`src/rtl/rom_fetch_arbiter_if.sv`:
```
// rom_fetch_arbiter_if
// Toggle-handshake SDRAM port shared by the ROM fetch arbiter.
// A request is issued by flipping mem_req and completes when mem_ack matches it.
interface rom_fetch_arbiter_if;
    logic        mem_req;
    logic        mem_ack;
    logic        mem_we;
    logic [22:0] mem_a;
    logic [1:0]  mem_ds;
    logic [15:0] mem_d;
    logic [15:0] mem_q;

    modport master (
        output mem_req, mem_we, mem_a, mem_ds, mem_d,
        input  mem_ack, mem_q
    );

    modport slave (
        input  mem_req, mem_we, mem_a, mem_ds, mem_d,
        output mem_ack, mem_q
    );
endinterface

```
`src/rtl/rom_fetch_arbiter.sv`:
```
// rom_fetch_arbiter
// Shares one toggle-handshake SDRAM port between ROM download writes, two-beat
// sprite fetches and main/sound CPU ROM reads. Each read requester keeps a
// one-entry tag/data cache so SDRAM is only touched when its address moves.
// Build option ROM_ARB_AGING_EN: a starved sound CPU jumps ahead of sprite and
// main-CPU fetches after AGE_LIMIT lost grants.
module rom_fetch_arbiter #(
    parameter logic [22:0] CPU_BASE  = 23'h000000,
    parameter logic [22:0] SND_BASE  = 23'h004000,
    parameter logic [22:0] SP_BASE   = 23'h008000,
    parameter int unsigned AGE_LIMIT = 4
) (
    input  logic                       clk_sd,
    input  logic                       reset_n,
    input  logic                       dl_active_i,
    input  logic                       dl_wr_i,
    input  logic [24:0]                dl_addr_i,
    input  logic [7:0]                 dl_data_i,
    output logic                       dl_overrun_o,
    input  logic [14:0]                cpu_addr_i,
    output logic [15:0]                cpu_q_o,
    output logic                       cpu_valid_o,
    input  logic [11:0]                snd_addr_i,
    output logic [15:0]                snd_q_o,
    output logic                       snd_valid_o,
    input  logic [14:0]                sp_addr_i,
    output logic [31:0]                sp_q_o,
    output logic                       sp_valid_o,
    rom_fetch_arbiter_if.master        mem
);

    typedef enum logic [1:0] {S_IDLE, S_WAIT, S_WAIT_SP2} state_t;
    typedef enum logic [1:0] {SRC_WR, SRC_SP, SRC_CPU, SRC_SND} src_t;

    state_t      state_q;
    src_t        src_q;
    logic        memReq_q;
    logic        memWe_q;
    logic [22:0] memA_q;
    logic [1:0]  memDs_q;
    logic [15:0] memD_q;
    logic [14:0] reqTag_q;

    logic [15:0] cpuQ_q;
    logic [15:0] sndQ_q;
    logic [31:0] spQ_q;
    logic [13:0] cpuTag_q;
    logic [11:0] sndTag_q;
    logic [14:0] spTag_q;
    logic        cpuTagValid_q;
    logic        sndTagValid_q;
    logic        spTagValid_q;

    logic        dlWrPrev_q;
    logic        pendValid_q;
    logic        overrun_q;
    logic [22:0] pendAddr_q;
    logic [1:0]  pendDs_q;
    logic [15:0] pendData_q;

    logic        cpuNeed;
    logic        sndNeed;
    logic        spNeed;
    logic        ackMatch;
    logic        dlRise;
    logic        ageBoost;
    logic        grantValid;
    logic        grantWr;
    src_t        grantSrc;
    logic [22:0] grantAddr_d;
    logic [14:0] grantTag_d;
    logic        unusedBits;

    assign cpu_valid_o = cpuTagValid_q && (cpuTag_q == cpu_addr_i[14:1]);
    assign snd_valid_o = sndTagValid_q && (sndTag_q == snd_addr_i);
    assign sp_valid_o  = spTagValid_q && (spTag_q == sp_addr_i);
    assign cpuNeed     = !cpu_valid_o;
    assign sndNeed     = !snd_valid_o;
    assign spNeed      = !sp_valid_o;

    assign cpu_q_o      = cpuQ_q;
    assign snd_q_o      = sndQ_q;
    assign sp_q_o       = spQ_q;
    assign dl_overrun_o = overrun_q;

    assign mem.mem_req = memReq_q;
    assign mem.mem_we  = memWe_q;
    assign mem.mem_a   = memA_q;
    assign mem.mem_ds  = memDs_q;
    assign mem.mem_d   = memD_q;

    assign ackMatch = (mem.mem_ack == memReq_q);
    assign dlRise   = dl_wr_i && !dlWrPrev_q;
    assign grantWr  = grantValid && (grantSrc == SRC_WR);

`ifdef ROM_ARB_AGING_EN
    logic [2:0] ageCnt_q;

    assign ageBoost   = sndNeed && (ageCnt_q >= 3'(AGE_LIMIT));
    assign unusedBits = ^{dl_addr_i[24], cpu_addr_i[0]};

    // Count grants the sound CPU loses while it is waiting; its own grant restarts the count.
    always_ff @(posedge clk_sd) begin
        if (!reset_n) begin
            ageCnt_q <= 3'd0;
        end else if (grantValid) begin
            if (grantSrc == SRC_SND) begin
                ageCnt_q <= 3'd0;
            end else if (sndNeed && (ageCnt_q != 3'd7)) begin
                ageCnt_q <= ageCnt_q + 3'd1;
            end
        end
    end
`else
    assign ageBoost   = 1'b0;
    assign unusedBits = ^{dl_addr_i[24], cpu_addr_i[0], (AGE_LIMIT != 0)};
`endif

    // Pick the next SDRAM user while idle and form the address/tag it will be issued with.
    always_comb begin
        grantValid  = 1'b0;
        grantSrc    = SRC_WR;
        grantAddr_d = pendAddr_q;
        grantTag_d  = 15'd0;
        if (state_q == S_IDLE) begin
            if (pendValid_q) begin
                grantValid = 1'b1;
                grantSrc   = SRC_WR;
            end else if (!dl_active_i) begin
                if (ageBoost) begin
                    grantValid = 1'b1;
                    grantSrc   = SRC_SND;
                end else if (spNeed) begin
                    grantValid = 1'b1;
                    grantSrc   = SRC_SP;
                end else if (cpuNeed) begin
                    grantValid = 1'b1;
                    grantSrc   = SRC_CPU;
                end else if (sndNeed) begin
                    grantValid = 1'b1;
                    grantSrc   = SRC_SND;
                end
            end
        end
        case (grantSrc)
            SRC_SP: begin
                grantAddr_d = SP_BASE + {7'd0, sp_addr_i, 1'b0};
                grantTag_d  = sp_addr_i;
            end
            SRC_CPU: begin
                grantAddr_d = CPU_BASE + {9'd0, cpu_addr_i[14:1]};
                grantTag_d  = {1'b0, cpu_addr_i[14:1]};
            end
            SRC_SND: begin
                grantAddr_d = SND_BASE + {11'd0, snd_addr_i};
                grantTag_d  = {3'd0, snd_addr_i};
            end
            default: ;
        endcase
    end

    // One-deep download write buffer; the slot frees when its write is launched, so a
    // second byte can wait behind an in-flight write and only a third one is lost.
    always_ff @(posedge clk_sd) begin
        if (!reset_n) begin
            dlWrPrev_q  <= 1'b0;
            pendValid_q <= 1'b0;
            pendAddr_q  <= 23'd0;
            pendDs_q    <= 2'b00;
            pendData_q  <= 16'h0000;
            overrun_q   <= 1'b0;
        end else begin
            dlWrPrev_q <= dl_wr_i;
            if (grantWr) begin
                pendValid_q <= 1'b0;
            end
            if (dlRise) begin
                if (pendValid_q && !grantWr) begin
                    overrun_q <= 1'b1;
                end else begin
                    pendValid_q <= 1'b1;
                    pendAddr_q  <= dl_addr_i[23:1];
                    pendDs_q    <= {dl_addr_i[0], ~dl_addr_i[0]};
                    pendData_q  <= {2{dl_data_i}};
                end
            end
        end
    end

    // Request FSM: launch the grant, hold the bus until the ack toggle matches, then fill the cache.
    always_ff @(posedge clk_sd) begin
        if (!reset_n) begin
            state_q       <= S_IDLE;
            src_q         <= SRC_WR;
            memReq_q      <= 1'b0;
            memWe_q       <= 1'b0;
            memA_q        <= 23'd0;
            memDs_q       <= 2'b00;
            memD_q        <= 16'h0000;
            reqTag_q      <= 15'd0;
            cpuQ_q        <= 16'h0000;
            sndQ_q        <= 16'h0000;
            spQ_q         <= 32'h0;
            cpuTag_q      <= 14'd0;
            sndTag_q      <= 12'd0;
            spTag_q       <= 15'd0;
            cpuTagValid_q <= 1'b0;
            sndTagValid_q <= 1'b0;
            spTagValid_q  <= 1'b0;
        end else begin
            case (state_q)
                S_IDLE: begin
                    if (grantValid) begin
                        src_q    <= grantSrc;
                        reqTag_q <= grantTag_d;
                        memA_q   <= grantAddr_d;
                        memWe_q  <= grantWr;
                        memDs_q  <= grantWr ? pendDs_q : 2'b11;
                        memD_q   <= grantWr ? pendData_q : 16'h0000;
                        memReq_q <= ~memReq_q;
                        state_q  <= S_WAIT;
                    end
                end
                S_WAIT: begin
                    if (ackMatch) begin
                        case (src_q)
                            SRC_WR: begin
                                state_q <= S_IDLE;
                            end
                            SRC_SP: begin
                                spQ_q[15:0] <= mem.mem_q;
                                memA_q      <= memA_q + 23'd1;
                                memReq_q    <= ~memReq_q;
                                state_q     <= S_WAIT_SP2;
                            end
                            SRC_CPU: begin
                                cpuQ_q        <= mem.mem_q;
                                cpuTag_q      <= reqTag_q[13:0];
                                cpuTagValid_q <= 1'b1;
                                state_q       <= S_IDLE;
                            end
                            default: begin
                                sndQ_q        <= mem.mem_q;
                                sndTag_q      <= reqTag_q[11:0];
                                sndTagValid_q <= 1'b1;
                                state_q       <= S_IDLE;
                            end
                        endcase
                    end
                end
                S_WAIT_SP2: begin
                    if (ackMatch) begin
                        spQ_q[31:16] <= mem.mem_q;
                        spTag_q      <= reqTag_q;
                        spTagValid_q <= 1'b1;
                        state_q      <= S_IDLE;
                    end
                end
                default: begin
                    state_q <= S_IDLE;
                end
            endcase
            if (dl_active_i) begin
                cpuTagValid_q <= 1'b0;
                sndTagValid_q <= 1'b0;
                spTagValid_q  <= 1'b0;
            end
        end
    end

endmodule

```
`src/flat_wrapper.sv`:
```
// flat-port wrapper written by rule: the top's interface ports become plain ports
module rom_fetch_arbiter_flat 
#(
    parameter logic [22:0] CPU_BASE  = 23'h000000,
    parameter logic [22:0] SND_BASE  = 23'h004000,
    parameter logic [22:0] SP_BASE   = 23'h008000,
    parameter int unsigned AGE_LIMIT = 4
)
  (clk_sd, reset_n, dl_active_i, dl_wr_i, dl_addr_i, dl_data_i, dl_overrun_o, cpu_addr_i, cpu_q_o, cpu_valid_o, snd_addr_i, snd_q_o, snd_valid_o, sp_addr_i, sp_q_o, sp_valid_o, mem_mem_req, mem_mem_we, mem_mem_a, mem_mem_ds, mem_mem_d, mem_mem_ack, mem_mem_q);
  rom_fetch_arbiter_if mem_i ();
  input  logic clk_sd;
  input  logic reset_n;
  input  logic dl_active_i;
  input  logic dl_wr_i;
  input  logic [24:0] dl_addr_i;
  input  logic [7:0] dl_data_i;
  output logic dl_overrun_o;
  input  logic [14:0] cpu_addr_i;
  output logic [15:0] cpu_q_o;
  output logic cpu_valid_o;
  input  logic [11:0] snd_addr_i;
  output logic [15:0] snd_q_o;
  output logic snd_valid_o;
  input  logic [14:0] sp_addr_i;
  output logic [31:0] sp_q_o;
  output logic sp_valid_o;
  output wire logic [$bits(mem_i.mem_req)-1:0] mem_mem_req;
  output wire logic [$bits(mem_i.mem_we)-1:0] mem_mem_we;
  output wire logic [$bits(mem_i.mem_a)-1:0] mem_mem_a;
  output wire logic [$bits(mem_i.mem_ds)-1:0] mem_mem_ds;
  output wire logic [$bits(mem_i.mem_d)-1:0] mem_mem_d;
  input wire logic [$bits(mem_i.mem_ack)-1:0] mem_mem_ack;
  input wire logic [$bits(mem_i.mem_q)-1:0] mem_mem_q;
  assign mem_mem_req = mem_i.mem_req;
  assign mem_mem_we = mem_i.mem_we;
  assign mem_mem_a = mem_i.mem_a;
  assign mem_mem_ds = mem_i.mem_ds;
  assign mem_mem_d = mem_i.mem_d;
  assign mem_i.mem_ack = mem_mem_ack;
  assign mem_i.mem_q = mem_mem_q;
  rom_fetch_arbiter #(.CPU_BASE(CPU_BASE), .SND_BASE(SND_BASE), .SP_BASE(SP_BASE), .AGE_LIMIT(AGE_LIMIT)) u_core (.clk_sd(clk_sd), .reset_n(reset_n), .dl_active_i(dl_active_i), .dl_wr_i(dl_wr_i), .dl_addr_i(dl_addr_i), .dl_data_i(dl_data_i), .dl_overrun_o(dl_overrun_o), .cpu_addr_i(cpu_addr_i), .cpu_q_o(cpu_q_o), .cpu_valid_o(cpu_valid_o), .snd_addr_i(snd_addr_i), .snd_q_o(snd_q_o), .snd_valid_o(snd_valid_o), .sp_addr_i(sp_addr_i), .sp_q_o(sp_q_o), .sp_valid_o(sp_valid_o), .mem(mem_i));
endmodule
```
`config.mk`:
```
export PLATFORM = sky130hd
export DESIGN_NAME = rom_fetch_arbiter_flat
export DESIGN_NICKNAME = d
export VERILOG_FILES = /design/src/rtl/rom_fetch_arbiter_if.sv /design/src/rtl/rom_fetch_arbiter.sv /design/src/flat_wrapper.sv
export SDC_FILE = /design/constraint.sdc
export NUM_CORES = 1
export LEC_CHECK = 0
export CORE_MARGIN = 1
export CORE_UTILIZATION = 53
export CTS_CLUSTER_DIAMETER = 80
export DETAILED_ROUTE_END_ITERATION = 10
export PLACE_DENSITY = 0.91
export SLEW_MARGIN = 10
export SYNTH_ARGS = -nofsm -noshare
export SYNTH_HDL_FRONTEND = slang
export SYNTH_SLANG_ARGS = --single-unit
```
`constraint.sdc`:
```
create_clock -name clk_sd -period 5.4 [get_ports clk_sd]
set_clock_uncertainty 0.05 [all_clocks]
set_input_delay 1.62 -clock clk_sd [delete_from_list [all_inputs] [get_ports clk_sd]]
set_output_delay 1.62 -clock clk_sd [all_outputs]
set_load 0.02 [all_outputs]
```
## Word-level counts from Yosys, hierarchy flattened

Cells that the tools add are included.

- Bitwise gates (word level): 5
- Equal/unequal tests: 15
- Reduce and logical (&&, ||, !) cells: 23
- Add/subtract/negate cells: 3
- Muxes and demuxes: 32

Operators by type and width:

| cell | count |
|---|---|
| $mux W23 | 3 |
| $pmux W23 S3 | 1 |
| $pmux W23 S2 | 1 |
| $pmux W15 S3 | 1 |
| $add A23 B1 Y23 const B | 1 |
| $mux W2 | 11 |
| $add A16 B16 Y17 const A | 1 |
| $add A15 B12 Y16 const A | 1 |
| $mux W16 | 1 |
| $eq A15 B15 Y1 | 1 |
| $eq A14 B14 Y1 | 1 |
| $eq A12 B12 Y1 | 1 |
| $mux W1 | 12 |
| $reduce_and A3 Y1 | 4 |
| $eq A2 B2 Y1 const B | 4 |
| $reduce_and A2 Y1 | 4 |
| $eq A2 B1 Y1 const B | 3 |
| $logic_and A1 B1 Y1 | 6 |
| $logic_not A2 Y1 | 3 |
| $ne A2 B1 Y1 const B | 3 |
| $pmux W2 S3 | 1 |
| $not A1 Y1 | 5 |
| $reduce_and A4 Y1 | 1 |
| $reduce_or A3 Y1 | 1 |
| 6 further kinds | 7 |

- Input port bits: 96
- Register bits after elaboration: 214
- Logic and storage cells: 102

## Longest topological paths before layout

- Word-level depth: 14
- Depth in mapped cells: 10
- Gate-level depth less buffers: 8

## Worst setup path before layout

OpenSTA, ideal clock, no wires.

- Path type: input -> output
- Start: input port sp_addr_i[10]
- End: output port sp_valid_o
- Slack: 0.913 ns
- Required time: 3.730 ns
- Path buffers: 0
- Data arrival time: 2.817 ns
- Stages: 3
- Cell sequence: xnor2_1 -> nand4_1 -> nor4_1

- Cells in the longest elaborated chain, start to end: 2

Ends and longest elaborated chain:

| what | line | source |
|---|---|---|
| from (decl) | flat_wrapper.sv:24 | `input logic [14:0] sp_addr_i;` |
| $eq A15 B15 Y1 | rom_fetch_arbiter.sv:76 | `assign sp_valid_o = spTagValid_q && (spTag_q == sp_addr_i);` |
| $logic_and A1 B1 Y1 | rom_fetch_arbiter.sv:76 |  |
| to (decl) | flat_wrapper.sv:26 | `output logic sp_valid_o;` |

Every way passes these cells.

## Worst setup path after layout

Ends and elaborated chain as after synthesis.

==> summary by stage <==
Layout
In the layout the commonest cells are 336 x nand2_1, 202 x clkdlybuf4s50_1, 198 x dfxtp_1, 164 x a21oi_1, 41 x nor2_1. The library cell used most frequently in the layout, excluding fill and tap cells, is nand2_1. After the flow finishes, the layout carries non-filler instances totaling roughly 1,500. The final standard cell utilization of the core is around 73%. Counting the fill cells in the layout gives 1,150.

Cells with a size suffix above 1 make up under 10% of the layout. The final layout net count is 1,347. The antenna cell count is 0. The area growth from synthesis to layout is 33.6%.

Die
In this run the horizontal extent of the chip is about 130 um. The die outline area is approximately 16,000 um2. The number of cell rows is between 40 and 50. During I/O placement, the number of pins put on the boundary was between 200 and 250.

For this configuration, the core starts out at a cell density of 54.9%. The vertical die dimension is about 130 um. The floorplan step defined a core boundary enclosing around 15,000 um2.

Placement
Once detailed placement completed, the half-perimeter wirelength came to around 19,000 um. During placement, the flow inserted port buffers numbering approximately 200. At the end of routability-driven placement, the weighted congestion stood at just over 0.9. In this run, placement finished with an instance count of 1,442.

CTS
The TritonCTS clock tree is yes. CTS saw about 200 sinks. After clock tree synthesis, the clock-pin slew on the worst setup and hold paths is approximately 0.070 ns. The clock root buffer master is clkbuf_16. The maximum buffer depth of the clock tree is 2.

The CTS buffer count is 17. CTS built an H-tree with a depth of 4. The clock network latency to the later pin of the worst-skew pair is 0.44 ns. The buffers inserted during post-CTS setup optimization is 0.

Worst setup path
The kind of launch point of the worst setup path is a primary input. The arrival time of the worst setup path is ~3.7 ns. The startpoint identified for the worst register-to-register timing path is u_core.cpuTag_q[2]. The most numerous cell type found on the critical path is clkdlybuf4s50_1. The number of cells traversed by the worst register-to-register path is 9.

On the worst path, the slowest cell contributes a delay of roughly 0.6 ns. STA puts the critical path data required time at 3.73 ns. The family with the most delay on the worst path is buffers and inverters. The classification of the worst setup path is primary input to output port.

In this run the worst path has a maximum fanout of 4. The slowest stage of the critical path belongs to the cell clkdlybuf4s50_1. In this run the critical register-to-register path is captured at u_core.mem.mem_a[7]. Traced cell by cell, the critical path runs through clkdlybuf4s50_1, xnor2_1, nand4_1, nor4_1, buf_4, clkdlybuf4s50_1. The setup check on the worst reg-to-reg path leaves a slack of between 2 and 2.5 ns.

The nature of the critical path endpoint is an output port. The count of buffer and inverter cells on the critical path is 3.

STA
The max-slew headroom at the worst pin is a little over a quarter. The transition time at the pin with the least slew margin is ~1.1 ns. Setup violations remaining at the end of the flow were counted as 0. Setup repair after global routing left no endpoint under its margin. The minimum period implied by the final worst setup slack is around 5.3 ns. The worst hold margin is between 0.4 and 0.5 ns. The fmax is 0.187 GHz. The count of pins over their slew limit is 0.

Dividing the final minimum period by the clock period gives 98.9%. The final count of hold timing violations came to 0.

Routing
After detailed routing, the number of vias per cell comes to 5.99. For this block, the initial DRC count from the detailed router was ~1,200. The first detailed-routing pass ran for 6 iterations. The total DRC errors in the routed layout is 0. Once detail routing completed, the nets flagged for antenna violations numbered 0. The total detailed-routing wirelength is roughly 27,000 um. After detailed routing, the average wire length per cell comes to between 15 and 20 um. The final route contains 8,825 vias.

Global route
The total global-route track usage is around 33%. For this run the aggregate overflow at the end of global routing stands at 0. The first global-routing pass estimated 41,500 um of wire. The initial antenna violation count is 1. Entering global routing, the biggest net connects 65 pins.

The number of global-route vias before repair is between 8,000 and 9,000.

Hold path
The startpoint identified for the worst hold timing path is u_core.sp_q_o[16]. The worst hold path stage count is 2. The min-delay analysis places its worst path in the category register to register. The path with the worst hold slack has its endpoint at u_core.sp_q_o[16].

Yosys
After synthesis, the largest area contributor takes up 47.1% of total cell area. Synthesis handed over a netlist of between 1,000 and 1,500 instances. The post-synthesis cell type with the largest combined area is dfxtp_1. The fraction of registers with async set/reset is 0%. In this run, synthesis inferred 0 flip-flops with an integrated enable.

Synthesis instantiated 63 different standard cells from the library. The average instance area after synthesis is roughly 8 um2. The share of the Yosys chip area taken by registers is approximately 47%. The count of state elements after synthesis is between 150 and 200. For this run, the leading register cell type out of synthesis is dfxtp_1.

When the netlist entered floorplanning its net count stood at between 1,000 and 1,500. Ranked by total cell area, the synthesized netlist is headed by dfxtp_1 47%, nand2_1 15%, a21oi_1 9.8%, xnor2_1 4.4%, clkbuf_1 2.6%. The mapped netlist covers between 8000 and 9000 um2.

The count of yosys warnings during synthesis is 0.

Pwr
Total power for the finished layout comes to approximately 3.3 mW. For this design the ratio of total power to cell area is slightly below 300 nW/um2. Summed over all cells, the static leakage comes to 3.80 nW. VDD sags by at most around 0.24 mV.

Status
The flow ran to the end, and the final reports show no timing, DRC or antenna violations.

Run
The tool flagged a number of max-cap violations equal to 0.
==> worst max-delay path by stage <==
stage	startpoint	end	slack, ns	depth (start not counted)
final	sp_addr_i[10]	sp_valid_o	0.06	6
after global routing	sp_addr_i[10]	sp_valid_o	0.04	6
after detailed placement	cpu_addr_i[9]	cpu_valid_o	-0.004	6
after CTS	snd_addr_i[1]	snd_valid_o	0.06	6
after floorplan	sp_addr_i[10]	sp_valid_o	0.91	3
after global placement	cpu_addr_i[3]	cpu_valid_o	0.02	6
==> through the flow <==
stage	cell area (um2)	setup slack [ns]	setup TNS, ns
2_1_floorplan	8410	0.913	0
3_3_place_gp	10600	0.0228	0
3_5_place_dp	10600	-0.00402	-0.00402
4_1_cts	11200	0.0643	0
5_1_grt	11200	0.0447	0
6_report	11200	0.0615	0
==> worst register-to-register path: stages (launching register included) <==
cell and delay (ns):
dfxtp_1 0.33, xnor2_1 0.33, nand3_1 0.15, or4_1 0.56, buf_4 0.18, nor4_2 0.41
buf_4 0.28, a22oi_1 0.16, a211oi_1 0.43, or3_1 0.17
==> registers in the layout, indices dropped and copies added (netlist names), 2 cells and up <==
name and flops:
u_core.sp_q_o 32, u_core.mem.mem_a 23, u_core.pendAddr_q 23, u_core.cpu_q_o 16, u_core.snd_q_o 16, u_core.reqTag_q 15, u_core.spTag_q 15, u_core.cpuTag_q 14
u_core.sndTag_q 12, u_core.mem.mem_d 8, u_core.pendData_q 8, u_core.mem.mem_ds 2, u_core.pendDs_q 2, u_core.src_q 2, u_core.state_q 2
==> repair_timing <==
| action | CTS | global route |
|---|---|---|
| pin swaps | 0 | 0 |
| hold buffers | 0 | 0 |
| gates resized for setup | 5 | 2 |
| setup endpoints to repair | 1 | 2 |
==> cell usage after synthesis (2+ instances only) <==
master and n:
a211o_1 3, a211oi_1 5, a21o_1 3, a21oi_1 165, a221o_1 2, a221oi_1 5, a222oi_1 6, a22o_1 2
a22oi_1 19, a31o_2 2, a31oi_1 15, a32oi_1 2, and2_1 3, and3_1 6, and4_1 2, buf_1 2
buf_2 7, buf_4 8, buf_6 3, clkbuf_1 58, dfxtp_1 198, inv_1 7, nand2_1 336, nand2b_1 4
nand3_1 21, nand4_1 19, nor2_1 42, nor3_1 11, nor4_1 6, o211ai_1 3, o21a_1 6, o21ai_0 20
o21ai_1 2, o221a_2 3, o31ai_1 2, or3_1 4, or4_1 4, xnor2_1 42, xor2_1 3
==> where the power goes <==
group          switching (mW)  total, mW  internal [mW]
clock                   0.591       1.29          0.696
sequential             0.0597       1.57           1.51
combinational           0.273      0.482          0.209
total                   0.924       3.34           2.42
==> routing by layer <==
metal	share of wire, %	GRT usage [%]	vias up
met5	0.17	0	-
met4	4.1	15.4	2
met3	9.7	5.97	109
met2	48	54.6	581
met1	38	41.6	4103
li1	-	-	4030
==> layout make-up <==
cell class                 count  area [um2]  area share [%]
clock buffer                  17         425            3.79
clock inverter                15         168            1.49
inverter                       9        36.3           0.323
multi-input combinational    790        4110            36.6
sequential                   198        3960            35.3
tap                          211         264            2.35
timing repair buffer         234        2270            20.2
==> cells by family (layout without fill, tap and decap cells) <==
group,after synthesis,count (layout),synth area share (%)
simple gates,467,467,23.4
compound gates,275,275,19.7
flops,198,198,47.1
buf+inv,87,275,4.61
xor+xnor,46,46,4.88
fa+ha+maj,1,1,0.149
mux,1,1,0.119
No activity file was read; power rests on OpenSTA's default activity.
